### config.mk
export PLATFORM = sky130hd
export DESIGN_NAME = serial_chunk_adder
export DESIGN_NICKNAME = d
export VERILOG_FILES = /design/src/rtl/serial_chunk_adder.sv
export SDC_FILE = /design/constraint.sdc
export NUM_CORES = 1
export LEC_CHECK = 0
export CAP_MARGIN = 20
export CORE_MARGIN = 1
export CORE_UTILIZATION = 55
export CTS_CLUSTER_SIZE = 14
export DETAILED_ROUTE_END_ITERATION = 10
export PLACE_DENSITY = 0.85
export SETUP_SLACK_MARGIN = 0.05
export SLEW_MARGIN = 15
export SYNTH_ARGS = -nofsm -noshare
export SYNTH_HDL_FRONTEND = slang
export SYNTH_SLANG_ARGS = --single-unit
### constraint.sdc
create_clock -name clk -period 7.72 [get_ports clk]
set_clock_uncertainty 0.05 [all_clocks]
set_input_delay 1.544 -clock clk [delete_from_list [all_inputs] [get_ports clk]]
set_output_delay 1.544 -clock clk [all_outputs]
set_load 0.02 [all_outputs]
### src/rtl/serial_chunk_adder.sv
// Multi-cycle adder/subtractor: one CHUNK-bit slice of the WIDTH-bit operation per clock,
// with a valid/ready handshake on each side and the carry rippling through a register.
module serial_chunk_adder #(
   parameter int WIDTH = 64,
   parameter int CHUNK = 16
) (
   input  logic             clk,
   input  logic             rst_n,
   input  logic             in_valid,
   output logic             in_ready,
   input  logic [WIDTH-1:0] A,
   input  logic [WIDTH-1:0] B,
   input  logic             CIN,
   input  logic             SUB,
   output logic             out_valid,
   input  logic             out_ready,
   output logic [WIDTH:0]   SUM,
   output logic             OVF,
   output logic             busy
);

   localparam int NCHUNK = WIDTH / CHUNK;
   localparam int IDX_W  = $clog2(NCHUNK + 1);
   localparam logic [IDX_W-1:0] FINAL_IDX = IDX_W'(NCHUNK);

   typedef enum logic [1:0] {
      IDLE,
      RUN,
      DONE
   } state_t;

   state_t           state;
   logic [WIDTH-1:0] a_reg;
   logic [WIDTH-1:0] b_reg;
   logic             carry;
   logic             msb_cin;
   logic [IDX_W-1:0] idx;

   logic [CHUNK-1:0] a_chunk;
   logic [CHUNK-1:0] b_chunk;
   logic [CHUNK-1:0] s_chunk;
   logic             c_out;
   logic             chunk_msb_cin;

   // Operands shift down one chunk per RUN edge, so the active slice is always the bottom one.
   assign a_chunk = a_reg[CHUNK-1:0];
   assign b_chunk = b_reg[CHUNK-1:0];
   assign {c_out, s_chunk} = {1'b0, a_chunk} + {1'b0, b_chunk} + {{CHUNK{1'b0}}, carry};
   assign chunk_msb_cin = a_chunk[CHUNK-1] ^ b_chunk[CHUNK-1] ^ s_chunk[CHUNK-1];

   always_ff @(posedge clk) begin
      if (!rst_n) begin
         state     <= IDLE;
         in_ready  <= 1'b1;
         out_valid <= 1'b0;
         busy      <= 1'b0;
         SUM       <= '0;
         OVF       <= 1'b0;
         idx       <= '0;
         a_reg     <= '0;
         b_reg     <= '0;
         carry     <= 1'b0;
         msb_cin   <= 1'b0;
      end else begin
         case (state)
            IDLE: begin
               if (in_valid) begin
                  a_reg    <= A;
                  b_reg    <= SUB ? ~B : B;
                  carry    <= SUB ? 1'b1 : CIN;
                  idx      <= '0;
                  state    <= RUN;
                  in_ready <= 1'b0;
                  busy     <= 1'b1;
               end
            end
            RUN: begin
               if (idx != FINAL_IDX) begin
                  SUM[int'(idx)*CHUNK +: CHUNK] <= s_chunk;
                  carry   <= c_out;
                  msb_cin <= chunk_msb_cin;
                  a_reg   <= a_reg >> CHUNK;
                  b_reg   <= b_reg >> CHUNK;
                  idx     <= idx + IDX_W'(1);
               end else begin
                  // Edge after the top chunk: publish carry-out and signed overflow.
                  SUM[WIDTH] <= carry;
                  OVF        <= carry ^ msb_cin;
                  state      <= DONE;
                  out_valid  <= 1'b1;
               end
            end
            DONE: begin
               if (out_ready) begin
                  state     <= IDLE;
                  out_valid <= 1'b0;
                  in_ready  <= 1'b1;
                  busy      <= 1'b0;
               end
            end
            default: begin
               state     <= IDLE;
               out_valid <= 1'b0;
               in_ready  <= 1'b1;
               busy      <= 1'b0;
            end
         endcase
      end
   end

endmodule
Yosys cells after proc, flatten, opt, wreduce, memory -nomap -nowiden

Cells that the tools add are included.

Mux-type cells: 28
Bitwise gates (word level): 7
Eq/ne operators: 7
Add/sub/neg operators: 4
Reduce and logical (&&, ||, !) cells: 8
Shifts and indexed selects: 2

Operators by type and width:

| kind                                                    | number |
|---|---|
| 2-to-1 mux 64 bit                                       | 5 |
| case mux 64 bit (2 select lines)                        | 2 |
| bitwise mux 65 bit                                      | 1 |
| variable shift 16 x 33 -> 65 bit (first input constant) | 1 |
| variable part select 16 x 33 -> 65 bit                  | 1 |
| NOT 64 bit                                              | 1 |
| negator 7 -> 33 bit                                     | 1 |
| adder 16 x 16 -> 17 bit                                 | 1 |
| adder 17 x 1 -> 17 bit                                  | 1 |
| AND reduction 3 bit                                     | 4 |
| 2-to-1 mux 1 bit                                        | 9 |
| case mux 1 bit (3 select lines)                         | 3 |
| != test 2 bit (second input constant)                   | 4 |
| 2-to-1 mux 2 bit                                        | 3 |
| 2-to-1 mux 3 bit                                        | 2 |
| case mux 2 bit (3 select lines)                         | 1 |
| case mux 3 bit (2 select lines)                         | 1 |
| AND reduction 2 bit                                     | 2 |
| adder 3 x 1 -> 3 bit (second input constant)            | 1 |
| != test 3 bit (second input constant)                   | 1 |
| NOT 1 bit                                               | 3 |
| bitwise XOR 1 bit                                       | 3 |
| == test 2 x 1 -> 1 bit (second input constant)          | 1 |
| == test 2 bit (second input constant)                   | 1 |
| other kinds (3)                                         | 3 |

Bits in registers: 204
Output and inout port bits: 69
Logic and storage cells: 68

Depth between registers and ports, before layout

Gate-level depths: netlist (run 1).

Depth in word-level cells: 5
Gate-level depth with buffers: 11
Gate-level depth less buffers: 9

Worst setup path before layout (run 1)

No wires, ideal clock.

Path type: in2reg
Start point: input SUB
End point: register b_reg[53]
Library setup time: 0.128 ns
Arrival: 2.622 ns
Path buffers: 2
Cell stages on the path: 5
Required time: 7.542 ns
Slack: 4.920 ns
Cells stage by stage: clkbuf_1 -> buf_1 -> xor2_1 -> a22oi_1 -> nor2_1

Cells in the longest elaborated chain, start to end: 3

RTL lines:

| item                             | line | source |
|---|---|---|
| from (decl)                      | 14   | `input logic SUB,` |
| 2-to-1 mux 64 bit                | 69   | `b_reg <= SUB ? ~B : B;` |
| 2-to-1 mux 64 bit                | 67   | `if (in_valid) begin` |
| case mux 64 bit (2 select lines) | 65   | `case (state)` |
| to (signal assigned)             | 69   |  |
| to (signal assigned)             | 83   | `b_reg <= b_reg >> CHUNK;` |
| to (decl)                        | 34   | `logic [WIDTH-1:0] b_reg;` |

No other way between the ends. The select of a mux whose other input is x is not followed.
A chain may end at the register's enable or synchronous reset.

Final worst setup path (run 1)

Start point: input in_valid
End point: register a_reg[13]

Cells in the longest elaborated chain, start to end: 2

RTL lines:

| item                                 | line | source |
|---|---|---|
| from (decl)                          | 9    | `input logic in_valid,` |
| != test 2 bit (no source line)       | -    |  |
| AND reduction 3 bit (no source line) | -    |  |
| to (signal assigned)                 | 82   | `a_reg <= a_reg >> CHUNK;` |
| to (decl)                            | 33   | `logic [WIDTH-1:0] a_reg;` |

No other way between the ends.

==> key figures, run 1 <==
Run status
  – Outcome: finished, final reports clean

Drt
  – Post-detailed-route count of antenna-violating nets: 0
  – First drt pass iteration count: 5
  – Met3 wire len: 1830 um
  – Routed met1 length: 11100 um
  – Wire per inst: 16.4 um
  – Number of DRC violations after detailed-routing iteration 0: 726
  – Via count: around 9000
  – Wirelength, routed: 25400 um
  – Met2 WL post-DR: 11900 um
  – DR vias/cell: between 5 and 6
  – DR top layer: met5
  – Remaining routing DRC violations: 0

Synth
  – Unique masters post-synth: 53
  – EDFF count, synth: 0
  – Portion of the post-synthesis area used by sequential elements: 0.431
  – Total number of yosys warnings: 0
  – Area share of the largest cell type after synthesis: 0.431
  – Share of cell area taken by muxes after synthesis: 0
  – Combinational family with the most area after synthesis: compound AO/OA/AOI/OAI gates
  – Syn Inst Count: between 1000 and 1500
  – Mean Syn Cell Area: 8.03 um2
  – Fraction of synthesized cell area in xor and xnor cells: 0.0675
  – Post-Synth Adder-Cell Area: 0.0293
  – Number of nets in the synthesized netlist: 1335
  – Async set-or-reset flop fraction in the synthesized netlist: 0
  – Number of flip-flops and latches in the synthesized netlist: ~200
  – Synth area leaders: sky130_fd_sc_hd__dfxtp_1, sky130_fd_sc_hd__nand2_1, sky130_fd_sc_hd__a21oi_1
  – Share of synthesized cell area in and, or, nand and nor gates: 0.204
  – Cell taking the most area after synthesis: sky130_fd_sc_hd__dfxtp_1
  – Synth Area in Compound Gates: 0.222
  – Main flop type after synthesis: sky130_fd_sc_hd__dfxtp_1
  – Area of the mapped netlist: 0.00948 mm2

Finish
  – Commonest cells after routing, fill and taps aside: sky130_fd_sc_hd__nand2_1, sky130_fd_sc_hd__dfxtp_1, sky130_fd_sc_hd__clkdlybuf4s50_1
  – Cell Count, Final, Fillers Out: 1553
  – Most frequent standard cell in the layout excluding fill and tap cells: sky130_fd_sc_hd__nand2_1
  – Fraction of final layout cells sized beyond drive strength 1: 0.0473
  – Area growth syn-to-layout: 28.3%
  – Final net count: 1472
  – Number of flip-flops under the largest register name: 65

STA
  – Fmax: around 250 MHz
  – Tcrit/Tclk final: 0.517
  – Total Negative Setup Slacks: 0 ns
  – Final setup slack of the worst path: 3.73 ns
  – Final count of pins violating max slew: 0
  – Shortest clock period the worst path allows after layout: ~4 ns
  – Worst relative slew slack: 0.263
  – Tightest Pin Transition: 1.10 ns
  – Setup repair after global routing missed its margin: false
  – Number of hold violations in the final report: 0
  – Count of endpoints failing setup in the final report: 0

Clock network
  – Clk buf depth: 3
  – Total of hold buffers inserted after clock tree synthesis: 0
  – H-tree levels: 1
  – CTS-repair resized insts: 0
  – Buffers inserted by post-CTS timing repair: 0
  – Latest clock arrival within the worst-skew pair: 0.49 ns
  – Root Driver: sky130_fd_sc_hd__clkbuf_16
  – Clock edge transition at the registers on the reported setup and hold paths: about 0.060 ns
  – TritonCTS clock tree: yes
  – TritonCTS buffer count: 21
  – Total clock sinks: 204

Pwr
  – Leakage: 4.41 nW
  – Power density normalized to cell area: 218 mW/mm2
  – Worst IR Drop VDD: between 0.0002 and 0.00025 V

Run
  – # Max-Cap Violations: 0

Hold path
  – Classification of the worst-slack hold path: flip-flop to flip-flop

Floorplanning
  – Die outline height: 133 um
  – Initial cell density of the core: 0.567
  – Die width: roughly 130 um
  – Boundary pin count: 203
  – Die Area: between 0.015 and 0.02 mm2
  – Cell row count: 47
  – Core Region: between 0.015 and 0.02 mm2

Setup path
  – Critical path capture point type: flip-flop
  – Arrival time at the worst endpoint: 4.32 ns
  – Data required time at the worst endpoint: slightly above 8 ns
  – Kind of start point of the critical path: input pin
  – Worst Path Class, Setup: input pin to flip-flop
  – Worst-path maximum fanout: 78

GRT
  – Largest net degree at the start of global routing: 105
  – Final global-route overflow total: 0
  – Via count of the first global-routing pass: 8245
  – First-pass GRT wire length: 40800 um
  – Gr usage total: 0.280
  – Initial antenna violation count: 1

Placed design
  – Global placement routability congestion: 0.903
  – DP Wirelength: 17700 um
  – Place WS: 3.28 ns
  – Post-placement cell count: 1514
  – Port-buffer cells: about 200
[path summary, 6_finish.rpt]
kind | start | endpoint | slack [ns] | cells after the start
setup / recovery | in_valid | a_reg[13] | 3.73 | 7
hold reg to reg | b_reg[17] | b_reg[17] | 0.40 | 2
hold / removal | b_reg[17] | b_reg[17] | 0.40 | 2
setup reg to reg | idx[0] | a_reg[13] | 4.00 | 10
[per-stage QoR]
step | total power, mW | instance area, um2 | utilization | hold WS [ns]
2_1_floorplan | 1.51 | 9480 | - | 0.382
3_3_place_gp | 1.68 | 11500 | 0.688 | 0.390
3_5_place_dp | 1.69 | 11500 | 0.688 | 0.396
4_1_cts | 2.65 | 12200 | 0.728 | 0.405
5_1_grt | 2.76 | 12200 | 0.728 | 0.426
6_report | 2.65 | 12200 | 0.728 | 0.405
[synth_stat cells, types with 8 or more instances]
cell type and number:
sky130_fd_sc_hd__a22oi_1 32, sky130_fd_sc_hd__buf_2 12, sky130_fd_sc_hd__dfxtp_1 204, sky130_fd_sc_hd__ha_1 19, sky130_fd_sc_hd__xnor2_1 54, sky130_fd_sc_hd__inv_1 8, sky130_fd_sc_hd__o311ai_0 10, sky130_fd_sc_hd__nand2b_1 9
sky130_fd_sc_hd__xor2_1 19, sky130_fd_sc_hd__nand3_1 39, sky130_fd_sc_hd__a311oi_1 48, sky130_fd_sc_hd__a21oi_1 107, sky130_fd_sc_hd__clkbuf_1 77, sky130_fd_sc_hd__nor2_1 103, sky130_fd_sc_hd__o211ai_1 48, sky130_fd_sc_hd__nand2_1 269
sky130_fd_sc_hd__o21ai_0 31
[critical path, cell delays in order]
cell and delay, ns:
sky130_fd_sc_hd__clkdlybuf4s50_1 0.48, sky130_fd_sc_hd__nand2b_1 0.12, sky130_fd_sc_hd__a21oi_4 0.48, sky130_fd_sc_hd__buf_4 0.50, sky130_fd_sc_hd__buf_4 0.70, sky130_fd_sc_hd__nor2_1 0.12
sky130_fd_sc_hd__a311oi_1 0.34
[area by class of cell]
class                           count  area, um2
Clock buffer                       28        582
Tap cell                          220        275
Timing Repair Buffer              212       2100
Fill cell                        1309       4540
Multi-Input combinational cell    868       5000
Clock inverter                     10       81.3
Antenna cell                        1       2.50
Sequential cell                   204       4080
Inverter                           10       40.0
[per-layer routing]
metal | track usage | vias up
met5 | 0 | -
met1 | 0.385 | 4208
met4 | 0.0814 | 2
li1 | - | 4424
met3 | 0.0457 | 51
met2 | 0.454 | 365
[power breakdown]
group | internal, mW | switching [mW] | total [mW]
Sequential | 1.13 | 0.0523 | 1.18
Combinational | 0.211 | 0.282 | 0.493
Clock | 0.565 | 0.407 | 0.972
[cells by family after synthesis]
family	Yosys count
AND/OR/NAND/NOR	461
AO/OA/AOI/OAI	313
flip-flops	204
buffers and inverters	108
XOR/XNOR	73
adder cells (fa/ha/maj)	21
(Power assumes the default switching activity.)
==> run 2, diff against run 1 <==
- CORE_UTILIZATION: 55 -> 46
- PLACE_DENSITY: 0.85 -> 0.76
- clock period: 7.72 -> 3.59 ns (I/O delays scaled with it)
==> key figures, run 2 (same netlist as run 1, synthesis figures left out) <==
Run status
  – Outcome: finished, final reports clean

Clock network
  – Clock edge transition at the registers on the reported setup and hold paths: 0.06 ns
  – TritonCTS buffer count: 21
  – Latest clock arrival within the worst-skew pair: 0.49 ns
  – Buffers inserted by post-CTS timing repair: 0
  – CTS-repair resized insts: 0
  – Root Driver: sky130_fd_sc_hd__clkbuf_16
  – Clk buf depth: 3
  – TritonCTS clock tree: yes
  – Total clock sinks: 204
  – Total of hold buffers inserted after clock tree synthesis: 0
  – H-tree levels: 1

STA
  – Shortest clock period the worst path allows after layout: about 3 ns
  – Worst hold margin: 0.400 ns
  – Tightest Pin Transition: between 0.9 and 1 ns
  – Setup repair after global routing missed its margin: false
  – Total Negative Setup Slacks: 0 ns
  – Count of endpoints failing setup in the final report: 0
  – Tcrit/Tclk final: 0.849
  – Worst relative slew slack: 0.363
  – Fmax: 328 MHz
  – Number of hold violations in the final report: 0
  – Final count of pins violating max slew: 0

Hold path
  – Number of cells traversed by the worst hold path: 2
  – WHS Endpoint: b_reg[45]
  – Hold_sp: b_reg[45]
  – Classification of the worst-slack hold path: flip-flop to flip-flop

Finish
  – Fraction of final layout cells sized beyond drive strength 1: 0.0523
  – Total of fill cells in the finished design: 1788
  – ANT cells: 0
  – Final core utilization: 0.613
  – Number of flip-flops under the largest register name: 65
  – Area growth syn-to-layout: 30.9%
  – Commonest cells after routing, fill and taps aside: sky130_fd_sc_hd__nand2_1, sky130_fd_sc_hd__dfxtp_1, sky130_fd_sc_hd__clkdlybuf4s50_1
  – Final net count: 1483
  – Most frequent standard cell in the layout excluding fill and tap cells: sky130_fd_sc_hd__nand2_1

Setup path
  – CP top delay family: simple AND/OR/NAND/NOR gates
  – Critical register-to-register path endpoint: SUM[47]
  – Worst Path Class, Setup: flip-flop to flip-flop
  – Worst Path Buf+Inv: 1
  – R2r setup slk: 0.54 ns
  – Cell with the biggest individual delay on the critical path: sky130_fd_sc_hd__or4_1
  – Cells along the critical path: inv_2, ha_1, ha_1, nor3b_4, nand2_1, or4_1, nor3_1, a31oi_1, o311ai_1
  – Crit-path most repeated cell: sky130_fd_sc_hd__ha_1
  – Slowest Stage Delay on Critical Path: roughly 0.84 ns
  – Arrival time at the worst endpoint: around 3.4 ns
  – Critical path capture point type: flip-flop
  – Depth of the worst register-to-register path: 9
  – FF-to-FF Start: idx[0]
  – Worst-path maximum fanout: 20
  – Data required time at the worst endpoint: 3.93 ns
  – Kind of start point of the critical path: flip-flop

GRT
  – Largest net degree at the start of global routing: 144
  – Final global-route overflow total: 0
  – First-pass GRT wire length: 41400 um
  – Gr usage total: 0.235
  – Initial antenna violation count: 0
  – Via count of the first global-routing pass: 8225

Floorplanning
  – Cell row count: 52
  – Die outline height: approximately 150 um
  – Die width: ~150 um
  – Core Region: 0.0202 mm2
  – Die Area: around 0.021 mm2
  – Initial cell density of the core: 0.468
  – Boundary pin count: 203

Drt
  – Wire per inst: roughly 16 um
  – Post-detailed-route count of antenna-violating nets: 0
  – Wirelength, routed: ~25000 um
  – Via count: 8847
  – First drt pass iteration count: 8
  – Number of DRC violations after detailed-routing iteration 0: 515
  – Remaining routing DRC violations: 0
  – DR vias/cell: 5.50

Placed design
  – DP Wirelength: 17700 um
  – Global placement routability congestion: between 0.8 and 0.9
  – Port-buffer cells: 202

Run
  – # Max-Cap Violations: 0

Pwr
  – Worst IR Drop VDD: around 0.00033 V
  – Post-route total power: about 5.8 mW
  – Leakage: around 4.5 nW
  – Power density normalized to cell area: 468 mW/mm2
-- run 2: worst min-delay path, cell delays in order, from the launching register on --
cell and delay (ns):
sky130_fd_sc_hd__dfxtp_1 0.31, sky130_fd_sc_hd__nand2_1 0.05, sky130_fd_sc_hd__a21oi_1 0.05
-- run 2: cell type report --
| class | count | area [um2] | share of cell area |
|---|---|---|---|
| flip-flops and latches | 204 | 4080 | 0.329 |
| clock inverters | 4 | 72.6 | 0.00585 |
| inverters | 10 | 42.5 | 0.00343 |
| clock buffers | 30 | 609 | 0.0491 |
| repair buffers | 223 | 2260 | 0.183 |
| multi-input cells | 868 | 5000 | 0.403 |
| well taps | 270 | 338 | 0.0272 |
-- run 2: through the flow --
step	std cells	area (um2)	setup WS, ns
final	1609	12400	0.544
after global routing	1609	12400	0.269
after CTS	1609	12400	0.579
after detailed placement	1575	11700	0.600
after global placement	1575	11700	0.736
after floorplan	1180	9480	1.03
-- run 2: how the worst max path moves through the flow --
stage	startpoint	end	depth (start not counted)
finish	idx[0]	SUM[47]	9
global route	idx[0]	SUM[47]	9
CTS	idx[0]	SUM[47]	9
detailed placement	idx[0]	SUM[47]	8
global placement	idx[0]	SUM[47]	8
floorplan	idx[0]	SUM[45]	11
-- run 2: metal layers --
layer | part of all wire | vias up | global-route usage
li1 | - | 4434 | -
met1 | 0.45 | 4021 | 0.328
met2 | 0.45 | 351 | 0.369
met3 | 0.073 | 41 | 0.0414
met4 | 0.025 | 0 | 0.0716
met5 | 0 | - | 0
-- run 2: report_power, final --
group          internal (mW)  switching (mW)
Sequential              2.42           0.103
Clock                   1.31           0.859
Combinational          0.483           0.617
